`src/rtl/mips_mem_arbiter.sv`:
```
// Two-requester arbiter sharing one Avalon-style memory port between instruction fetch and data access.
// Define MIPS_MEM_ARBITER_ROUND_ROBIN_EN to replace fixed data-first priority with round-robin.
module mips_mem_arbiter #(
  parameter int ADDR_WIDTH = 32,
  parameter int DATA_WIDTH = 32
) (
  input  logic                    clk,
  input  logic                    reset,
  input  logic                    i_req,
  input  logic [ADDR_WIDTH-1:0]   i_addr,
  output logic                    i_ack,
  output logic [DATA_WIDTH-1:0]   i_rdata,
  input  logic                    d_req,
  input  logic                    d_we,
  input  logic [ADDR_WIDTH-1:0]   d_addr,
  input  logic [DATA_WIDTH-1:0]   d_wdata,
  input  logic [DATA_WIDTH/8-1:0] d_be,
  output logic                    d_ack,
  output logic [DATA_WIDTH-1:0]   d_rdata,
  output logic [ADDR_WIDTH-1:0]   m_address,
  output logic                    m_read,
  output logic                    m_write,
  output logic [DATA_WIDTH-1:0]   m_writedata,
  output logic [DATA_WIDTH/8-1:0] m_byteenable,
  input  logic [DATA_WIDTH-1:0]   m_readdata,
  input  logic                    m_waitrequest,
  output logic                    busy
);

  localparam int BE_WIDTH = DATA_WIDTH / 8;

  typedef enum logic [1:0] {IDLE, GNT_I, GNT_D} state_t;

  state_t                state_q, state_d;
  logic [ADDR_WIDTH-1:0] mAddress_q, mAddress_d;
  logic                  mRead_q, mRead_d;
  logic                  mWrite_q, mWrite_d;
  logic [DATA_WIDTH-1:0] mWritedata_q, mWritedata_d;
  logic [BE_WIDTH-1:0]   mByteenable_q, mByteenable_d;
  logic                  iAck_q, iAck_d;
  logic                  dAck_q, dAck_d;
  logic [DATA_WIDTH-1:0] iRdata_q, iRdata_d;
  logic [DATA_WIDTH-1:0] dRdata_q, dRdata_d;
  logic                  busy_q, busy_d;
  logic                  iElig, dElig, grantD, grantI;

`ifdef MIPS_MEM_ARBITER_ROUND_ROBIN_EN
  // 0 = instruction was granted last, 1 = data was granted last
  logic lastGrant_q, lastGrant_d;
`endif

  // A requester whose ack is currently high is still holding its old request
  assign iElig = i_req && !iAck_q;
  assign dElig = d_req && !dAck_q;

`ifdef MIPS_MEM_ARBITER_ROUND_ROBIN_EN
  assign grantD = dElig && (!iElig || !lastGrant_q);
`else
  assign grantD = dElig;
`endif
  assign grantI = iElig && !grantD;

  always_comb begin
    state_d       = state_q;
    mAddress_d    = mAddress_q;
    mRead_d       = mRead_q;
    mWrite_d      = mWrite_q;
    mWritedata_d  = mWritedata_q;
    mByteenable_d = mByteenable_q;
    iRdata_d      = iRdata_q;
    dRdata_d      = dRdata_q;
    iAck_d        = 1'b0;
    dAck_d        = 1'b0;
`ifdef MIPS_MEM_ARBITER_ROUND_ROBIN_EN
    lastGrant_d   = lastGrant_q;
`endif
    case (state_q)
      IDLE: begin
        if (grantD) begin
          mAddress_d    = d_addr;
          mWritedata_d  = d_wdata;
          mByteenable_d = d_be;
          mWrite_d      = d_we;
          mRead_d       = !d_we;
          state_d       = GNT_D;
`ifdef MIPS_MEM_ARBITER_ROUND_ROBIN_EN
          lastGrant_d   = 1'b1;
`endif
        end else if (grantI) begin
          mAddress_d    = i_addr;
          mWritedata_d  = '0;
          mByteenable_d = {BE_WIDTH{1'b1}};
          mWrite_d      = 1'b0;
          mRead_d       = 1'b1;
          state_d       = GNT_I;
`ifdef MIPS_MEM_ARBITER_ROUND_ROBIN_EN
          lastGrant_d   = 1'b0;
`endif
        end
      end
      GNT_I: begin
        if (!m_waitrequest) begin
          iRdata_d = m_readdata;
          iAck_d   = 1'b1;
          mRead_d  = 1'b0;
          mWrite_d = 1'b0;
          state_d  = IDLE;
        end
      end
      GNT_D: begin
        if (!m_waitrequest) begin
          if (mRead_q) begin
            dRdata_d = m_readdata;
          end
          dAck_d   = 1'b1;
          mRead_d  = 1'b0;
          mWrite_d = 1'b0;
          state_d  = IDLE;
        end
      end
      default: begin
        state_d  = IDLE;
        mRead_d  = 1'b0;
        mWrite_d = 1'b0;
      end
    endcase
    busy_d = (state_d != IDLE);
  end

  always_ff @(posedge clk) begin
    if (!reset) begin
      state_q       <= IDLE;
      mAddress_q    <= '0;
      mRead_q       <= 1'b0;
      mWrite_q      <= 1'b0;
      mWritedata_q  <= '0;
      mByteenable_q <= '0;
      iAck_q        <= 1'b0;
      dAck_q        <= 1'b0;
      iRdata_q      <= '0;
      dRdata_q      <= '0;
      busy_q        <= 1'b0;
`ifdef MIPS_MEM_ARBITER_ROUND_ROBIN_EN
      lastGrant_q   <= 1'b0;
`endif
    end else begin
      state_q       <= state_d;
      mAddress_q    <= mAddress_d;
      mRead_q       <= mRead_d;
      mWrite_q      <= mWrite_d;
      mWritedata_q  <= mWritedata_d;
      mByteenable_q <= mByteenable_d;
      iAck_q        <= iAck_d;
      dAck_q        <= dAck_d;
      iRdata_q      <= iRdata_d;
      dRdata_q      <= dRdata_d;
      busy_q        <= busy_d;
`ifdef MIPS_MEM_ARBITER_ROUND_ROBIN_EN
      lastGrant_q   <= lastGrant_d;
`endif
    end
  end

  assign m_address    = mAddress_q;
  assign m_read       = mRead_q;
  assign m_write      = mWrite_q;
  assign m_writedata  = mWritedata_q;
  assign m_byteenable = mByteenable_q;
  assign i_ack        = iAck_q;
  assign d_ack        = dAck_q;
  assign i_rdata      = iRdata_q;
  assign d_rdata      = dRdata_q;
  assign busy         = busy_q;

endmodule

```
`config.mk`:
```
export PLATFORM = sky130hd
export DESIGN_NAME = mips_mem_arbiter
export DESIGN_NICKNAME = d
export VERILOG_FILES = /design/src/rtl/mips_mem_arbiter.sv
export SDC_FILE = /design/constraint.sdc
export NUM_CORES = 1
export LEC_CHECK = 0
export BUFFER_PORTS_ARGS = -buffer_cell sky130_fd_sc_hd__clkbuf_2
export CAP_MARGIN = 10
export CORE_ASPECT_RATIO = 1.25
export CORE_MARGIN = 5
export CORE_UTILIZATION = 45
export CTS_CLUSTER_SIZE = 8
export DETAILED_ROUTE_END_ITERATION = 10
export PLACE_DENSITY = 0.8
export SETUP_SLACK_MARGIN = 0.05
export SLEW_MARGIN = 20
export SYNTH_ARGS = -nofsm -noshare
export SYNTH_HDL_FRONTEND = slang
export SYNTH_SLANG_ARGS = --single-unit
```
`constraint.sdc`:
```
create_clock -name clk -period 1.6 [get_ports clk]
set_input_delay 0.08 -clock clk [delete_from_list [all_inputs] [get_ports clk]]
set_output_delay 0.08 -clock clk [all_outputs]
set_load 0.02 [all_outputs]
```
* Word-level counts from Yosys, hierarchy flattened
Index checks and enable logic that the tools add are counted.
Word-level totals: bits of input ports 138, word-level logic and storage cells 51, register bits after elaboration 139
Cells by class: equal/unequal tests 4, bitwise operators 1, reductions and logical operators 17, multiplexer cells 18
Operator list (count):
- $mux 32 | 4
- $reduce_and 2->1 | 5
- $mux 4 | 2
- $mux 1 | 6
- $mux 2 | 3
- $logic_not 1->1 | 4
- $pmux 1 s2 | 2
- $pmux 2 s2 | 1
- $reduce_bool 2->1 | 2
- $logic_and 1x1->1 | 3
- $ne 3x3->1 const B | 1
- $reduce_and 3->1 | 1
- $eq 2x1->1 const B | 1
- $eq 2x2->1 const B | 1
- $logic_not 2->1 | 1
- $ne 2x2->1 const B | 1
- $reduce_or 2->1 | 1
- $not 1->1 | 1

* Logic depth before layout (Yosys ltp)
Gate-level depths: netlist (run 1).
word-level depth 8, gate-level depth with buffers 7, mapped depth without buffers 5

* Worst setup path before layout (run 1)
No wires, ideal clock.
path type register -> register, start point register state_q[0], end point register mAddress_q[25], in the netlist m_address[25], setup time 129 ps, slack 186 ps, stages on the path, launching flop included 7, required time 1471 ps, arrival time 1284 ps, path through dfxtp_1 > inv_1 > ha_1 > buf_2 > a21boi_4 > buf_6 > o22ai_1
On the way: longest elaborated chain between the ends 2
Ends and longest elaborated chain:
- from (decl) | line 34 | state_t state_q, state_d;
- from (signal assigned) | line 147 | state_q <= state_d;
- $logic_not 2->1 | line 77 | case (state_q)
- $reduce_and 2->1 (no source line)
- to (signal assigned) | line 148 | mAddress_q <= mAddress_d;
- to (decl) | line 35 | logic [ADDR_WIDTH-1:0] mAddress_q, mAddress_d;
Every way passes these cells. A chain may end at the register's enable or synchronous reset.

* Worst setup path after layout (run 1)
start point register state_q[0], end point register mWritedata_q[17], in the netlist m_writedata[17]
On the way: longest elaborated chain between the ends 2
Ends and longest elaborated chain:
- $logic_not 2->1 | line 77
- $reduce_and 2->1 (no source line)
- to (signal assigned) | line 151 | mWritedata_q <= mWritedata_d;
- to (decl) | line 38 | logic [DATA_WIDTH-1:0] mWritedata_q, mWritedata_d;
Every way passes these cells.

==> flow_metrics.py, run 1 <==
metrics = {
    "status": {
        "status": "completed",
    },
    "floorplanning": {
        "dieArea_um2": 14100,
        "fp.dieW_um": 107,
        "start_util_pct": 45.8,
        "coreArea_um2": 11600,
        "pin_count": 275,
        "num_rows": 44,
        "die_h_um": 132,
    },
    "job": {
        "max_cap_violations": 0,
    },
    "pwr": {
        "sw_frac_of_total_pct": 27.6,
        "power.total_mw": 9.92,
        "p_comb_share_pct": 18.1,
        "p_sw_mw": 2.73,
        "p_leak_nw": 4.00,
        "p_seq_share_pct": 38.7,
        "vdd_drop_max_uv": 889,
        "p_clk_share_pct": 43.2,
        "p_per_area_nw_per_um2": 1110,
        "p_int_mw": 7.18,
    },
    "placed_design": {
        "dp_hpwl_mm": 11.2,
        "place_congestion": 0.794,
        "dp_slack_ps": 46.6,
        "portBuffers": 274,
    },
    "timing": {
        "hold_viol_final": 0,
        "finalMaxSlewViolations": 0,
        "whs_ps": 27.8,
        "tightest_slew_ps": 453,
        "min_period_ps": 1510,
        "setup_tns_ps": 0,
        "fin_skew_ps": 7.67,
        "setup_viol": 0,
        "fin_crit_sh_pct": 94.5,
        "rsz0062_at_grt": "true",
        "max_freq_mhz": 661,
        "worst_slack_ps": 87.5,
        "maxSlewHeadroom_pct": 69.8,
    },
    "synthesis": {
        "yosys.cell_types.count": 31,
        "synthXorXnorAreaFrac_pct": 0,
        "synthAdderAreaFrac_pct": 0.940,
        "syn_area_um2": 5320,
        "synthArstFlopShare_pct": 0,
        "synth-edff-count": 0,
        "syn_avg_cell_area_um2": 9.70,
        "synth_ff_type": "dfxtp_1",
        "ys_seq_area_share_pct": 52.3,
        "muxShareOfSynthArea_pct": 6.02,
        "synth_compound_area_share_pct": 21.8,
        "syn-num-nets": 691,
        "yosysWarnings": 0,
        "ys_seq_elements": 139,
        "synthSimpleGateAreaFrac_pct": 13.7,
        "synth_cells": 549,
        "synth_top_family_by_area": "compound AO/OA/AOI/OAI gates",
    },
    "grt": {
        "grtUsageMet2_pct": 48.7,
        "grtUsageTotal_pct": 28.5,
        "grt_use_met1_pct": 30.5,
        "grt_util_met3_pct": 9.52,
        "grt_max_degree": 76,
        "grt_pass1_wl_mm": 32.0,
        "antenna_found_initial": 2,
        "overflow": 0,
        "grt_pass1_vias": 6096,
        "busiest_layer": "met2",
    },
    "clock_network": {
        "post_cts_buffers": 0,
        "ctsLongestPathBuffers": 2,
        "clock_latency_ps": 410,
        "htree_levels": 4,
        "cts_tree": "done",
        "numCtsBuffers": 17,
        "clockRootBuffer": "clkbuf_16",
        "path_clk_slew_ps": 70,
        "clock_sink_count": 139,
    },
    "detailed_routing": {
        "ant_nets": 0,
        "vias": 5894,
        "vias_per_cell": 5.26,
        "drc_errors": 0,
        "dr.first_iter.drc_count": 335,
        "firstDrtPassIters": 5,
        "wl_per_cell_um": 19.0,
        "drt-total-wl_mm": 21.3,
    },
    "worst_setup_path": {
        "end_kind": "flop",
        "crit_start": "state_q[0]$_SDFF_PN0_",
        "critPathKind": "flop to flop",
        "worstPathRequired_ps": 1940,
        "worst_setup_path_start_kind": "flop",
        "r2r-start": "state_q[0]$_SDFF_PN0_",
        "cp_max_fo": 28,
        "arrival_ps": 1850,
        "reg2regPathDepth": 5,
    },
    "hold_path": {
        "worstHoldPathCells": 2,
        "hold_path_class": "input pin to flop",
        "min_from": "m_waitrequest",
    },
    "finish": {
        "fin_util_pct": 76.6,
        "nets": 1086,
        "synthToLayoutAreaGrowth_pct": 67.1,
        "drive_gt1_share_pct": 35.3,
    },
}
[flip-flops by register name, summed over array words and instances (netlist names)]
| name | cells |
|---|---|
| busy | 1 |
| d_ack | 1 |
| d_rdata | 32 |
| i_ack | 1 |
| i_rdata | 32 |
| m_address | 32 |
| m_byteenable | 4 |
| m_read | 1 |
| m_write | 1 |
| m_writedata | 32 |
| state_q | 2 |
[power by group through the flow]
| stage | clock, mW | sequential [mW] | combinational (mW) |
|---|---|---|---|
| 2_1_floorplan | 0 | 4.14 | 0.598 |
| 3_3_place_gp | 0 | 3.87 | 1.41 |
| 3_5_place_dp | 0 | 3.88 | 1.43 |
| 4_1_cts | 4.34 | 3.81 | 1.69 |
| 5_1_grt | 4.49 | 3.85 | 1.89 |
| 6_report | 4.29 | 3.83 | 1.79 |
[metrics by stage]
| step | instance area (µm²) | cells |
|---|---|---|
| 3_3_place_gp | 6860 | 952 |
| 6_report | 8900 | 1120 |
| 3_5_place_dp | 6860 | 952 |
| 2_1_floorplan | 5320 | 549 |
| 4_1_cts | 8830 | 1116 |
| 5_1_grt | 8900 | 1120 |
[worst max-delay path: stages, from the launching register on]
cell and delay, ps:
dfxtp_1 320, inv_1 100, ha_2 300, and4b_1 310, buf_12 210, a32o_1 210
[layout by cell type (no fill, tap or decap), types with 3 or more instances in the layout]
cell,n
a21oi_1,3
bufinv_16,4
a21boi_1,5
mux2i_1,31
dfxtp_1,139
a32o_1,32
a21boi_0,60
dlygate4sd3_1,132
ha_1,3
inv_6,4
nand2b_1,3
buf_4,8
clkbuf_16,19
o22ai_1,33
nand2_1,163
clkinv_4,4
clkbuf_2,273
buf_12,9
o221a_2,5
[synthesized netlist by cell type (2+ instances only)]
| cell type | count | area, µm² |
|---|---|---|
| nand2_1 | 163 | 612 |
| dfxtp_1 | 139 | 2780 |
| a21boi_0 | 60 | 450 |
| o22ai_1 | 33 | 206 |
| a32o_1 | 32 | 320 |
| mux2i_1 | 32 | 320 |
| buf_2 | 25 | 125 |
| clkbuf_1 | 11 | 41.3 |
| buf_6 | 7 | 78.8 |
| a21boi_1 | 5 | 37.5 |
| o221a_2 | 5 | 56.3 |
| ha_1 | 4 | 50.1 |
| nand2b_1 | 4 | 25.0 |
| a21oi_1 | 3 | 15.0 |
| buf_4 | 3 | 22.5 |
| a31oi_1 | 2 | 12.5 |
| and2_1 | 2 | 12.5 |
| and3b_1 | 2 | 17.5 |
| buf_1 | 2 | 7.51 |
| inv_1 | 2 | 7.51 |
| nand3b_1 | 2 | 15.0 |
| nor2b_1 | 2 | 12.5 |
[what timing repair did]
| item | in CTS | in global routing |
|---|---|---|
| hold buffers | 132 | 0 |
| endpoints found under the hold margin | 133 | 0 |
| setup endpoints to repair | 1 | 4 |
| gates cloned | 0 | 2 |
| gates resized for setup | 1 | 3 |
[worst paths after layout]
kind / endpoint / slack, ps
max: m_writedata[17]$_SDFFE_PN0P_ / 90
min: d_ack$_SDFF_PN0_ / 30
max reg2reg: m_writedata[17]$_SDFFE_PN0P_ / 90
min reg2reg: d_rdata[10]$_SDFFE_PN0P_ / 460
[layer usage]
| metal | routed length (µm) | up-vias |
|---|---|---|
| met3 | 2170 | 80 |
| met4 | 981 | 0 |
| met2 | 10700 | 390 |
| met5 | 0 | - |
| met1 | 7470 | 2703 |
| li1 | - | 2721 |
[logic make-up (layout without fill, tap and decap cells)]
family / after synthesis / count (layout)
flops: 139 / 139
compound gates: 145 / 145
simple gates: 179 / 179
mux: 32 / 32
buf+inv: 50 / 458
other cells: 0 / 2
fa+ha+maj: 4 / 4
[final cells by class]
type | count | area, µm²
diodes | 2 | 5.00
clock buffers | 18 | 439
clock inverters | 14 | 209
fillers | 727 | 2720
inverters | 2 | 7.51
multi-input cells | 360 | 2280
flip-flops and latches | 139 | 2780
well taps | 161 | 201
repair buffers | 424 | 2980
(Power assumes the default switching activity.)
==> inputs of run 2 (changes only) <==
--- a/config.mk
+++ b/config.mk
@@ -7,12 +7,14 @@
 export LEC_CHECK = 0
 export BUFFER_PORTS_ARGS = -buffer_cell sky130_fd_sc_hd__clkbuf_2
 export CAP_MARGIN = 10
+export CELL_PAD_IN_SITES_DETAIL_PLACEMENT = 1
+export CELL_PAD_IN_SITES_GLOBAL_PLACEMENT = 1
 export CORE_ASPECT_RATIO = 1.25
 export CORE_MARGIN = 5
-export CORE_UTILIZATION = 45
+export CORE_UTILIZATION = 32
 export CTS_CLUSTER_SIZE = 8
 export DETAILED_ROUTE_END_ITERATION = 10
-export PLACE_DENSITY = 0.8
+export PLACE_DENSITY_LB_ADDON = 0.1
 export SETUP_SLACK_MARGIN = 0.05
 export SLEW_MARGIN = 20
 export SYNTH_ARGS = -nofsm -noshare
==> run 2 against run 1 <==
  * Combinational power hardly changed
  * Hold slack better by 10 ps
  * First-iteration DRC count decreased by 19%
  * Global-route usage fell by 6.4 points
  * Design area is 1.5% higher
  * Largest cell class unchanged
  * Routed wire length up 3.3%
  * Sequential share of layout area fell by 0.46 points
  * Final cell count up 4.9%
  * Clock-buffer cell count decreased by 1
==> flow_metrics.py, run 2 (synthesized netlist as in run 1, its figures left out) <==
metrics = {
    "hold_path": {
        "min_from": "m_waitrequest",
        "hold_path_class": "input pin to flop",
        "worstHoldPathCells": 2,
    },
    "detailed_routing": {
        "firstDrtPassIters": 4,
        "wl_per_cell_um": 18.7,
        "ant_nets": 0,
        "vias": 5720,
        "drt-total-wl_mm": 22.0,
        "drc_errors": 0,
        "vias_per_cell": 4.87,
        "dr.first_iter.drc_count": 271,
    },
    "floorplanning": {
        "coreArea_um2": 16300,
        "dieArea_um2": 19300,
        "die_h_um": 154,
        "fp.dieW_um": 125,
        "num_rows": 52,
        "start_util_pct": 32.7,
        "pin_count": 275,
    },
    "pwr": {
        "p_per_area_nw_per_um2": 1110,
        "p_sw_mw": 2.71,
        "p_int_mw": 7.30,
        "vdd_drop_max_uv": 542,
        "p_seq_share_pct": 38.2,
        "p_leak_nw": 4.03,
        "p_comb_share_pct": 17.9,
        "p_clk_share_pct": 43.9,
        "sw_frac_of_total_pct": 27.1,
    },
    "worst_setup_path": {
        "end_kind": "flop",
        "critPathKind": "flop to flop",
        "worstPathRequired_ps": 1910,
        "reg2regPathDepth": 5,
        "worst_setup_path_start_kind": "flop",
        "cp_max_fo": 5,
        "r2r-start": "state_q[1]$_SDFF_PN0_",
        "arrival_ps": 1830,
        "crit_start": "state_q[1]$_SDFF_PN0_",
    },
    "timing": {
        "finalMaxSlewViolations": 0,
        "rsz0062_at_grt": "true",
        "max_freq_mhz": 657,
        "min_period_ps": 1520,
        "setup_viol": 0,
        "maxSlewHeadroom_pct": 60.2,
        "fin_crit_sh_pct": 95.1,
        "tightest_slew_ps": 597,
        "fin_skew_ps": 7.51,
        "hold_viol_final": 0,
        "setup_tns_ps": 0,
    },
    "finish": {
        "seqCellArea_um2": 2780,
        "fin_cells": 1175,
        "multi_input_area_um2": 2280,
        "nets": 1088,
        "final_common_cell": "clkbuf_2",
        "layout_common_cells": "clkbuf_2, nand2_1, dfxtp_1, dlygate4sd3_1, a21boi_0",
        "final_area_um2": 9030,
        "num_antenna_cells": 0,
        "synthToLayoutAreaGrowth_pct": 69.7,
        "drive_gt1_share_pct": 35.6,
        "fillers": 1884,
    },
    "clock_network": {
        "ctsLongestPathBuffers": 2,
        "clock_latency_ps": 420,
        "clockRootBuffer": "clkbuf_16",
        "htree_levels": 4,
        "clock_sink_count": 139,
        "numCtsBuffers": 17,
        "cts_tree": "done",
        "path_clk_slew_ps": 60,
    },
    "placed_design": {
        "dp_hpwl_mm": 13.4,
        "postPlaceCellArea_um2": 6940,
        "place_congestion": 0.825,
        "portBuffers": 274,
        "dp_cells": 1007,
    },
    "job": {
        "max_cap_violations": 0,
    },
    "grt": {
        "grt_pass1_vias": 6305,
        "grt_pass1_wl_mm": 34.5,
        "overflow": 0,
        "antenna_found_initial": 0,
        "grt_max_degree": 81,
        "grtUsageTotal_pct": 22.1,
    },
    "status": {
        "status": "completed",
    },
}
==> run 2: changes by cell type in the layout (fill, tap and decap cells not counted), moves of 2 or more <==
cell | before | now
clkinvlp_4 | 1 | 3
inv_6 | 4 | 6
diode_2 | 2 | 0
clkinv_4 | 4 | 1
buf_12 | 9 | 11
==> run 2: path summary, 6_finish.rpt <==
kind                              to  slack [ps]
max            state_q[0]$_SDFF_PN0_          80
min                 d_ack$_SDFF_PN0_          40
max reg2reg    state_q[0]$_SDFF_PN0_          80
min reg2reg  d_rdata[6]$_SDFFE_PN0P_         460
==> run 2: power by group through the flow <==
stage          clock (mW)  combinational (mW)  sequential, mW
2_1_floorplan           0               0.598            4.14
3_3_place_gp            0                1.43            3.88
3_5_place_dp            0                1.48            3.89
4_1_cts              4.50                1.74            3.81
5_1_grt              4.67                1.91            3.85
6_report             4.39                1.79            3.82
==> run 2: critical path, stage by stage, from the launching register on <==
cell	delay [ps]
dfxtp_1	310
buf_4	150
ha_1	180
nand2b_1	190
or4b_1	490
o31ai_1	100
==> run 2: what timing repair did <==
action,in CTS,in global routing
buffers inserted,0,1
gates resized for setup,1,4
endpoints found under the hold margin,133,0
endpoints found under the setup margin,12,10
hold buffers,132,0
gates cloned,0,3
==> run 2: cell type report <==
class	instances	share of cell area (%)
timing repair buffer	426	33.6
sequential	139	30.8
multi-input combinational	360	25.2
clock buffer	17	4.71
tap	216	2.99
clock inverter	15	2.59
inverter	2	0.0831
==> run 2: through the flow <==
step | total power, mW | setup slack (ps) | hold slack [ps] | util (%)
3_3_place_gp | 5.31 | 93.3 | 291 | 42.7
3_5_place_dp | 5.36 | 6.91 | 297 | 42.7
5_1_grt | 10.4 | 24.4 | 12.8 | 55.5
2_1_floorplan | 4.73 | 186 | 206 | -
4_1_cts | 10.0 | 66.0 | 13.6 | 54.9
6_report | 10.0 | 78.4 | 38.1 | 55.5
==> run 2: layer usage <==
metal	share of wire (%)	wire length (µm)	vias up	track usage (%)
met4	3.2	709	0	8.42
met2	52	11500	207	39.5
met3	6.2	1360	48	7.14
met1	38	8440	2746	24.3
met5	0	0	-	0
li1	-	-	2719	-
==> inputs of run 3 (changes only) <==
--- a/config.mk
+++ b/config.mk
@@ -5,13 +5,14 @@
 export SDC_FILE = /design/constraint.sdc
 export NUM_CORES = 1
 export LEC_CHECK = 0
+export ABC_AREA = 1
 export BUFFER_PORTS_ARGS = -buffer_cell sky130_fd_sc_hd__clkbuf_2
 export CAP_MARGIN = 10
 export CELL_PAD_IN_SITES_DETAIL_PLACEMENT = 1
 export CELL_PAD_IN_SITES_GLOBAL_PLACEMENT = 1
 export CORE_ASPECT_RATIO = 1.25
 export CORE_MARGIN = 5
-export CORE_UTILIZATION = 32
+export CORE_UTILIZATION = 31
 export CTS_CLUSTER_SIZE = 8
 export DETAILED_ROUTE_END_ITERATION = 10
 export PLACE_DENSITY_LB_ADDON = 0.1
==> run 3 against run 2 <==
  * Final cell count up 13%
  * Global-route usage down 2.2 points
  * Sequential power about the same
  * Register-to-register slack better by 120 ps
  * Clock power down 4%
  * Largest cell class is now flip-flops and latches
==> flow_metrics.py, run 3 <==
metrics = {
    "status": {
        "status": "completed",
    },
    "floorplanning": {
        "fp.dieW_um": 127,
        "num_rows": 53,
        "dieArea_um2": 20000,
        "pin_count": 275,
        "die_h_um": 157,
        "coreArea_um2": 16900,
        "start_util_pct": 31.6,
    },
    "detailed_routing": {
        "drc_errors": 0,
        "ant_nets": 0,
        "vias": 6095,
        "firstDrtPassIters": 4,
        "vias_per_cell": 4.60,
        "dr.first_iter.drc_count": 185,
        "wl_per_cell_um": 15.3,
        "drt-total-wl_mm": 20.3,
    },
    "synthesis": {
        "synth_ff_type": "dfxtp_1",
        "synthSimpleGateAreaFrac_pct": 20.7,
        "synth_largest_area_cell": "dfxtp_1",
        "muxShareOfSynthArea_pct": 0,
        "synth_top_area_share_pct": 52.0,
        "synth_top_family_by_area": "simple AND/OR/NAND/NOR gates",
        "synthArstFlopShare_pct": 0,
        "syn_avg_cell_area_um2": 7.34,
        "syn-num-nets": 871,
        "synth-edff-count": 0,
        "ys_seq_elements": 139,
        "synth_cells": 729,
        "synthAdderAreaFrac_pct": 0.936,
        "synth_common_cells": "nand2_1, dfxtp_1, a21oi_1, nor2_1, o21ai_0",
        "ys_seq_area_share_pct": 52.0,
        "synth_compound_area_share_pct": 19.0,
        "yosys.cell_types.count": 18,
        "yosysWarnings": 0,
        "synthXorXnorAreaFrac_pct": 0,
        "syn_area_um2": 5350,
        "synthTopCellsByArea": "dfxtp_1, nand2_1, a21oi_1, o21ai_0, nor2_1",
        "synth_most_common_cell": "nand2_1",
    },
    "worst_setup_path": {
        "cp_cell_sequence": "inv_2 -> ha_1 -> nand3_2 -> buf_4 -> o21ai_0 -> a21oi_1",
        "r2r_slack_ps": 200,
        "end_kind": "flop",
        "critPathSlowestCell": "dfxtp_1",
        "critPathKind": "flop to flop",
        "worstPathRequired_ps": 1930,
        "arrival_ps": 1730,
        "worst_setup_path_start_kind": "flop",
        "cp_slowest_stage_delay_ps": 370,
        "cp_max_fo": 18,
    },
    "grt": {
        "overflow": 0,
        "grtUsageMet2_pct": 35.8,
        "grtUsageTotal_pct": 19.9,
        "grt_use_met1_pct": 21.4,
        "grt_pass1_vias": 6358,
        "grt_pass1_wl_mm": 31.7,
        "grt_util_met3_pct": 6.18,
        "antenna_found_initial": 0,
        "grt_max_degree": 65,
        "busiest_layer": "met2",
    },
    "finish": {
        "multi_input_area_um2": 2190,
        "synthToLayoutAreaGrowth_pct": 61.3,
        "layout_common_cells": "clkbuf_2, nand2_1, dfxtp_1, a21oi_1, nor2_1",
        "nets": 1233,
        "drive_gt1_share_pct": 30.3,
        "final_area_um2": 8630,
        "fillers": 2153,
        "fin_util_pct": 51.0,
        "num_antenna_cells": 0,
        "fin_cells": 1324,
        "seqCellArea_um2": 2780,
        "final_common_cell": "clkbuf_2",
    },
    "pwr": {
        "p_leak_nw": 4.11,
        "p_int_mw": 7.09,
        "vdd_drop_max_uv": 709,
        "power.total_mw": 9.84,
        "p_seq_share_pct": 38.9,
        "p_per_area_nw_per_um2": 1140,
        "p_sw_mw": 2.75,
        "p_comb_share_pct": 18.1,
        "p_clk_share_pct": 43.0,
        "sw_frac_of_total_pct": 28.0,
    },
    "timing": {
        "setup_viol": 0,
        "max_freq_mhz": 715,
        "maxSlewHeadroom_pct": 75.6,
        "min_period_ps": 1400,
        "whs_ps": 18.0,
        "fin_skew_ps": 11.0,
        "setup_tns_ps": 0,
        "worst_slack_ps": 201,
        "hold_viol_final": 0,
        "finalMaxSlewViolations": 0,
        "tightest_slew_ps": 365,
        "rsz0062_at_grt": "false",
        "fin_crit_sh_pct": 87.5,
    },
    "placed_design": {
        "dp_cells": 1192,
        "portBuffers": 274,
        "place_congestion": 0.736,
        "postPlaceCellArea_um2": 6980,
        "dp_slack_ps": 102,
        "dp_hpwl_mm": 13.8,
    },
    "clock_network": {
        "clock_latency_ps": 420,
        "numCtsBuffers": 17,
        "clock_sink_count": 139,
        "post_cts_buffers": 0,
        "htree_levels": 4,
        "ctsLongestPathBuffers": 2,
        "path_clk_slew_ps": 60,
        "clockRootBuffer": "clkbuf_16",
        "cts_tree": "done",
    },
    "job": {
        "max_cap_violations": 0,
    },
    "hold_path": {
        "hold_path_class": "input pin to flop",
    },
}
run 3: repair_timing:
item,CTS,global route
hold endpoints to repair,117,0
resized for setup,0,3
setup endpoints to repair,0,64
hold buffers,100,0
run 3: power by group through the flow:
| stage | combinational (mW) | clock (mW) | sequential, mW |
|---|---|---|---|
| floorplan | 0.634 | 0 | 4.18 |
| global route | 1.96 | 4.49 | 3.86 |
| CTS | 1.78 | 4.33 | 3.83 |
| finish | 1.78 | 4.23 | 3.83 |
| detailed placement | 1.58 | 0 | 3.90 |
| global placement | 1.57 | 0 | 3.89 |
run 3: kinds of logic (layout without fill, tap and decap cells):
| kind of cell | after synthesis | count (layout) |
|---|---|---|
| simple gates | 288 | 288 |
| buf+inv | 95 | 470 |
| flops | 139 | 139 |
| fa+ha+maj | 4 | 4 |
| compound gates | 203 | 203 |
run 3: area by class of cell:
class                   instances  share of cell area (%)
clock buffers                  19                    5.13
clock inverters                13                    2.18
inverters                      45                    1.96
multi-input cells             495                    25.4
flip-flops and latches        139                    32.3
well taps                     220                    3.19
repair buffers                393                    29.9
run 3: critical path, delay by kind of cell, from the launching register on:
kind	cells	cell delay, ps
buffers and inverters	2	310
adder cells (fa/ha/maj)	1	220
flip-flops	1	370
AND/OR/NAND/NOR	1	110
AO/OA/AOI/OAI	2	290
run 3: worst paths after layout:
check | startpoint | end | cells after the start
worst min-delay path | d_addr[3] | m_address[3]$_SDFFE_PN0P_ | 5
worst max-delay path | state_q[0]$_SDFF_PN0_ | d_rdata[25]$_SDFFE_PN0P_ | 6
worst max register to register | state_q[0]$_SDFF_PN0_ | d_rdata[25]$_SDFFE_PN0P_ | 6
worst min register to register | d_rdata[0]$_SDFFE_PN0P_ | d_rdata[0]$_SDFFE_PN0P_ | 2
run 3: per-layer routing:
layer / routed length (µm) / share of wire [%] / up-vias
li1: - / - / 3060
met1: 7910 / 39 / 2799
met2: 10200 / 50 / 201
met3: 1590 / 7.8 / 35
met4: 585 / 2.9 / 0
met5: 0 / 0 / -
